### src/rtl/cpu_fetch_queue.sv
// Instruction fetch queue between the fetch stage and decode.
// Each instruction-bus response is stored with its fetch address. Decode
// receives the entries in order through a valid/ready handshake. A branch
// redirect (flush) empties the queue. It then ignores responses for
// FLUSH_SHADOW cycles, because those responses belong to the wrong path.
module cpu_fetch_queue #(
  parameter int DEPTH        = 4,
  parameter int FLUSH_SHADOW = 1
) (
  input  logic        clock,
  input  logic        reset,
  input  logic [31:0] fetch_addr,
  input  logic [31:0] ibus_data,
  input  logic        ibus_valid,
  input  logic        flush,
  output logic        fetch_hold,
  output logic [31:0] id_pc,
  output logic [31:0] id_inst,
  output logic        id_valid,
  input  logic        id_ready,
  output logic [7:0]  drop_count
);

  localparam int AW = (DEPTH > 1) ? $clog2(DEPTH) : 1;
  localparam int CW = AW + 1;

  localparam logic [CW-1:0] CNT_FULL    = CW'(DEPTH);
  localparam logic [CW-1:0] CNT_HOLD    = CW'(DEPTH - 1);
  localparam logic [2:0]    SHADOW_INIT = 3'(FLUSH_SHADOW);

  logic [63:0]   mem_q [DEPTH];
  logic [AW-1:0] wr_ptr_q, wr_ptr_d;
  logic [AW-1:0] rd_ptr_q, rd_ptr_d;
  logic [CW-1:0] count_q,  count_d;
  logic [2:0]    shadow_q, shadow_d;
  logic [7:0]    drop_q,   drop_d;

  logic push_ok;
  logic pop;
  logic push;
  logic drop;

  // Handshake qualification. A flush overrides both the pop and the push in its cycle.
  always_comb begin
    push_ok = ibus_valid & ~flush & (shadow_q == 3'd0);
    pop     = id_valid & id_ready & ~flush;
    // A pop in the same cycle frees a slot, so a push at full is still accepted.
    push    = push_ok & ((count_q != CNT_FULL) | pop);
    drop    = push_ok & (count_q == CNT_FULL) & ~pop;
  end

  // Next-state values for the pointers, the occupancy, the shadow timer and the drop counter.
  always_comb begin
    wr_ptr_d = wr_ptr_q;
    rd_ptr_d = rd_ptr_q;
    count_d  = count_q;
    shadow_d = shadow_q;
    drop_d   = drop_q;

    if (flush) begin
      wr_ptr_d = '0;
      rd_ptr_d = '0;
      count_d  = '0;
      shadow_d = SHADOW_INIT;
    end else begin
      if (push) wr_ptr_d = wr_ptr_q + AW'(1);
      if (pop)  rd_ptr_d = rd_ptr_q + AW'(1);
      case ({push, pop})
        2'b10:   count_d = count_q + CW'(1);
        2'b01:   count_d = count_q - CW'(1);
        default: count_d = count_q;
      endcase
      if (shadow_q != 3'd0) shadow_d = shadow_q - 3'd1;
    end

    // The drop counter saturates so that a long overflow cannot wrap it to a small value.
    if (drop && (drop_q != 8'hFF)) drop_d = drop_q + 8'd1;
  end

  // Control registers.
  always_ff @(posedge clock or negedge reset) begin
    if (!reset) begin
      wr_ptr_q <= '0;
      rd_ptr_q <= '0;
      count_q  <= '0;
      shadow_q <= '0;
      drop_q   <= '0;
    end else begin
      wr_ptr_q <= wr_ptr_d;
      rd_ptr_q <= rd_ptr_d;
      count_q  <= count_d;
      shadow_q <= shadow_d;
      drop_q   <= drop_d;
    end
  end

  // Entry storage: {pc, inst} is written at the write pointer on an accepted push.
  always_ff @(posedge clock or negedge reset) begin
    if (!reset) begin
      for (int i = 0; i < DEPTH; i++) mem_q[i] <= '0;
    end else if (push) begin
      mem_q[wr_ptr_q] <= {fetch_addr, ibus_data};
    end
  end

  // Outputs come from registered state only. There is no bypass from the instruction bus.
  always_comb begin
    id_pc      = mem_q[rd_ptr_q][63:32];
    id_inst    = mem_q[rd_ptr_q][31:0];
    id_valid   = (count_q != '0);
    fetch_hold = (count_q >= CNT_HOLD);
    drop_count = drop_q;
  end

endmodule

### config.mk
export PLATFORM = sky130hd
export DESIGN_NAME = cpu_fetch_queue
export DESIGN_NICKNAME = d
export VERILOG_FILES = /design/src/rtl/cpu_fetch_queue.sv
export SDC_FILE = /design/constraint.sdc
export NUM_CORES = 1
export LEC_CHECK = 0
export ABC_AREA = 1
export CORE_MARGIN = 8
export CORE_UTILIZATION = 40
export DETAILED_ROUTE_END_ITERATION = 12
export GPL_ROUTABILITY_DRIVEN = 1
export PLACE_DENSITY = 0.71
export REMOVE_ABC_BUFFERS = 1
export SYNTH_ARGS = -nofsm -noshare
export SYNTH_HDL_FRONTEND = slang
export SYNTH_SLANG_ARGS = --single-unit
### constraint.sdc
create_clock -name clock -period 4.2 [get_ports clock]
set_input_delay 0.63 -clock clock [delete_from_list [all_inputs] [get_ports clock]]
set_output_delay 0.63 -clock clock [all_outputs]
set_load 0.02 [all_outputs]
After elaboration in Yosys (flattened, before gate mapping)
Cells that the tools add are included.
Widths: inputs -> output; s select.
- equal/unequal tests: 5
- $add $sub $neg: 6
- reductions and logical operators: 9
- order comparisons: 4
- multiplexer cells: 14
- bitwise gates (word level): 12
- operators with widths (operator ; count):
    $bwmux 256 ; 1
    $mux 64 ; 3
    $bmux 64 s2 ; 1
    $demux 64 s2 ; 1
    $mux 3 ; 3
    $reduce_bool 3->1 ; 3
    $add 8x1->8 const B ; 1
    $mux 2 ; 4
    $ne 8x8->1 const B ; 1
    $and 1x1->1 ; 7
    $ge 3x3->1 const B ; 2
    $not 2->3 ; 2
    $pmux 3 s2 ; 1
    $reduce_bool 2->1 ; 3
    $sub 3x1->3 const B ; 2
    $add 2x1->2 const B ; 2
    $add 3x1->3 const B ; 1
    $eq 3x3->1 const B ; 1
    $ge 3x2->1 const B ; 1
    $logic_not 3->1 ; 1
    $lt 3x1->1 const B ; 1
    $ne 3x3->1 const B ; 1
    $eq 2x1->1 const B ; 1
    $eq 2x2->1 const B ; 1
    other kinds (3) ; 5
- logic and storage cells: 59
- output and inout bits: 74
- register bits after elaboration: 274
- bits of input ports: 69

Logic depth before layout (Yosys ltp)
- depth after elaboration: 8
- gate-level depth with buffers: 13
- mapped depth without buffers: 13

Worst setup path before layout
Ideal clock, no wire load.
- path kind: register to output
- from: register rd_ptr_q[0]
- to: output port id_pc[17]
- path buffers: 3
- slack: 2.076 ns
- arrival: 1.494 ns
- stages on the path, launching flop included: 7
- required time: 3.570 ns
- cell sequence: dfrtp_1 > buf_2 > inv_1 > buf_2 > buf_1 > nor2_1 > o22ai_1
- word-level cells in the longest chain between the ends: 4
- RTL lines (item ; line ; source):
    start, declared ; 33 ; logic [AW-1:0] rd_ptr_q, rd_ptr_d;
    start signal, assigned ; 90 ; rd_ptr_q <= rd_ptr_d;
    $not 2->3 (not written as such) ; 108 ; id_pc = mem_q[rd_ptr_q][63:32];
    $bmux 64 s2 ; 108 ;
    $mux 64 (2 in series) ; -- ;
    end, declared ; 17 ; output logic [31:0] id_pc,
Every way passes these cells. The select of a mux whose other input is x is not followed.

Worst setup path in the final report
- from: register rd_ptr_q[1]
- to: output port id_pc[18]
Same word-level chain as after synthesis.

==> flow_summary.json <==
{
  "finalClockSkew_ns": 0.0168,
  "gp_congestion": 0.741,
  "syn_inst": 1392,
  "coreArea_um2": 31400,
  "dr.pass1.iters": 5,
  "synth.yosys.warnings": 0,
  "slew_headroom_pct": 47.1,
  "ys_seq_area_share_pct": 54.1,
  "critical_path_buf_inv_count": 2,
  "ys_types": 25,
  "grt_pass1_wl_um": 51700,
  "cpPeakStageDelay_ns": 0.68,
  "fmax_mhz": 296,
  "hpwl_um": 18400,
  "start_util_pct": 40.4,
  "die_w_um": 194,
  "drive_above_1_share_pct": 12.1,
  "postRouteAntennaNets": 0,
  "setup_viol": 0,
  "rsz0062_at_grt": "no",
  "finalInstanceArea_um2": 15100,
  "grt_pass1_vias": 9952,
  "final_cell_mix": "nand2_1 (305), dfrtp_1 (272), o21ai_1 (154)",
  "syn_avg_cell_area_um2": 9.10,
  "grt_max_degree": 131,
  "cts_tree": "yes",
  "min_from": "mem_q[140]",
  "tightest_slew_ns": 0.794,
  "layout_commonest_cell": "nand2_1",
  "numPortBuffers": 142,
  "clkLatencyLatePin_ns": 0.55,
  "clock_sinks": 274,
  "rr_startpoint": "shadow_q[0]",
  "worst_hold_path_type": "reg -> reg",
  "rows": 65,
  "slowest_stage": "clkdlybuf4s50_1",
  "antenna_found_initial": 0,
  "crit_fanout": 64,
  "fp.dieH_um": 194,
  "drv_slew": 0,
  "layout.nets": 1563,
  "critPathTopFamily": "buffers and inverters",
  "required_ns": 3.57,
  "areaGrowthSynthToFinish_pct": 19.2,
  "h-tree-depth": 1,
  "critPathLaunch": "rd_ptr_q[1]",
  "syn_area_um2": 12700,
  "grtUsageTotal_pct": 16.2,
  "via_per_inst": 5.11,
  "drt_wl_total_um": 30500,
  "cts-resized-gates": 0,
  "ir_worst_vdd_mv": 0.363,
  "boundaryPins": 143,
  "status": "complete, no violations",
  "dr.first_iter.drc_count": 588,
  "drc": 0,
  "crit_arrival_ns": 2.74,
  "min_period_ns": 3.37,
  "crit_chain": "buf_4 > o21ai_0 > o22ai_1 > clkdlybuf4s50_1",
  "cts_buffers": 30,
  "clockBufferDepth": 3,
  "fin_cells": 1911,
  "worstSetupPathType": "reg -> out",
  "cts_hold_buffers": 1,
  "cts_setup_buffers": 0,
  "root_buffer": "clkbuf_16",
  "final-hold-violation-count": 0,
  "clk_pin_slew_ns": 0.06,
  "period_share_pct": 80.3,
  "setup_slack_ns": 0.826,
  "dp_cells": 1855,
  "p_leak_nw": 7.10,
  "dieArea_um2": 37600,
  "insertedDiodeCount": 0,
  "cap_violations": 0,
  "grt_overflow_total": 0,
  "route.vias.total": 9770,
  "powerDensity_nw_per_um2": 568,
  "dpl_cell_area_um2": 14100,
  "cp-start-kind": "flop",
  "ys_ff_latch": 274,
  "cp-end-kind": "output pin",
  "wire_per_inst_um": 16.0,
  "place_worst_setup_slack_ns": 1.06
}
-- path summary, 6_finish.rpt --
kind / endpoint / slack (ns) / cells past startpoint
worst max-delay path: id_pc[18] / 0.83 / 4
worst min-delay path: mem_q[140] / 0.47 / 2
worst max register to register: mem_q[153] / 1.60 / 9
worst min register to register: mem_q[140] / 0.47 / 2
max in group asynchronous: rd_ptr_q[0] / 2.57 / 3
min in group asynchronous: mem_q[245] / 0.58 / 2
-- tightest hold or removal path, stage by stage (launching register included) --
cell	delay, ns
dfrtp_1	0.34
nand2_1	0.06
o21ai_2	0.04
-- Yosys cell counts --
cell,instances,share of area (%)
o21ai_0,133,5.3
dfrtp_1,274,54
nand4_1,2,0.099
buf_1,2,0.059
o21ai_1,154,6.1
a21boi_0,1,0.059
ha_1,7,0.69
o22ai_1,64,3.2
nand2_2,1,0.049
o21ai_2,102,7.0
inv_2,1,0.030
a21oi_1,3,0.12
buf_2,8,0.32
clkbuf_1,37,1.1
xor2_1,6,0.41
nor2_1,136,4.0
nor3_1,2,0.079
nand3_2,5,0.39
fa_1,1,0.16
inv_1,84,2.5
nor2_4,1,0.089
nand2_1,305,9.0
nand3_4,1,0.14
nand3_1,10,0.39
buf_6,52,4.6
-- layer usage --
metal	track usage [%]	vias up	share of wire, %
met5	0	-	0
met4	3.90	0	1.9
met3	2.52	42	4.3
met2	27.6	222	48
met1	21.2	4682	45
li1	-	4824	-
-- logic make-up after synthesis --
| group | count (synthesis) | share of synthesized area (%) |
|---|---|---|
| and+or+nand+nor | 463 | 14.3 |
| adders and majority gates | 8 | 0.849 |
| AOI/OAI and AO/OA | 457 | 21.7 |
| DFF | 274 | 54.1 |
| buffers and inverters | 184 | 8.61 |
| xor gates and xnor gates | 6 | 0.415 |
-- registers in the layout (all words and copies together), names as in the netlist --
register and cells:
wr_ptr_q 2, mem_q 256, drop_count 8, count_q 3
rd_ptr_q 2, shadow_q 3
-- area by class of cell --
type	count	area (um^2)
Sequential cell	274	6860
Multi-Input combinational cell	934	4760
Clock inverter	11	104
Tap cell	402	503
Clock buffer	44	873
Inverter	85	322
Timing Repair Buffer	161	1680
Fill cell	2950	16300
-- per-stage QoR --
stage          total power, mW  hold WS (ns)  util (%)  setup TNS [ns]
6_report                  8.58         0.475      48.1               0
5_1_grt                   9.10         0.496      48.1               0
4_1_cts                   8.70         0.478      48.1               0
3_5_place_dp              6.09         0.463      45.0               0
3_3_place_gp              6.03         0.459      45.0               0
2_1_floorplan             4.90         0.334         -          -62.89
-- power by group --
| group | switching (mW) | total, mW | internal, mW | leakage, nW |
|---|---|---|---|---|
| Clock | 1.06 | 2.57 | 1.50 | 0.477 |
| Combinational | 1.44 | 2.59 | 1.15 | 2.92 |
| Sequential | 0.266 | 3.42 | 3.15 | 3.70 |
(Power assumes the default switching activity.)
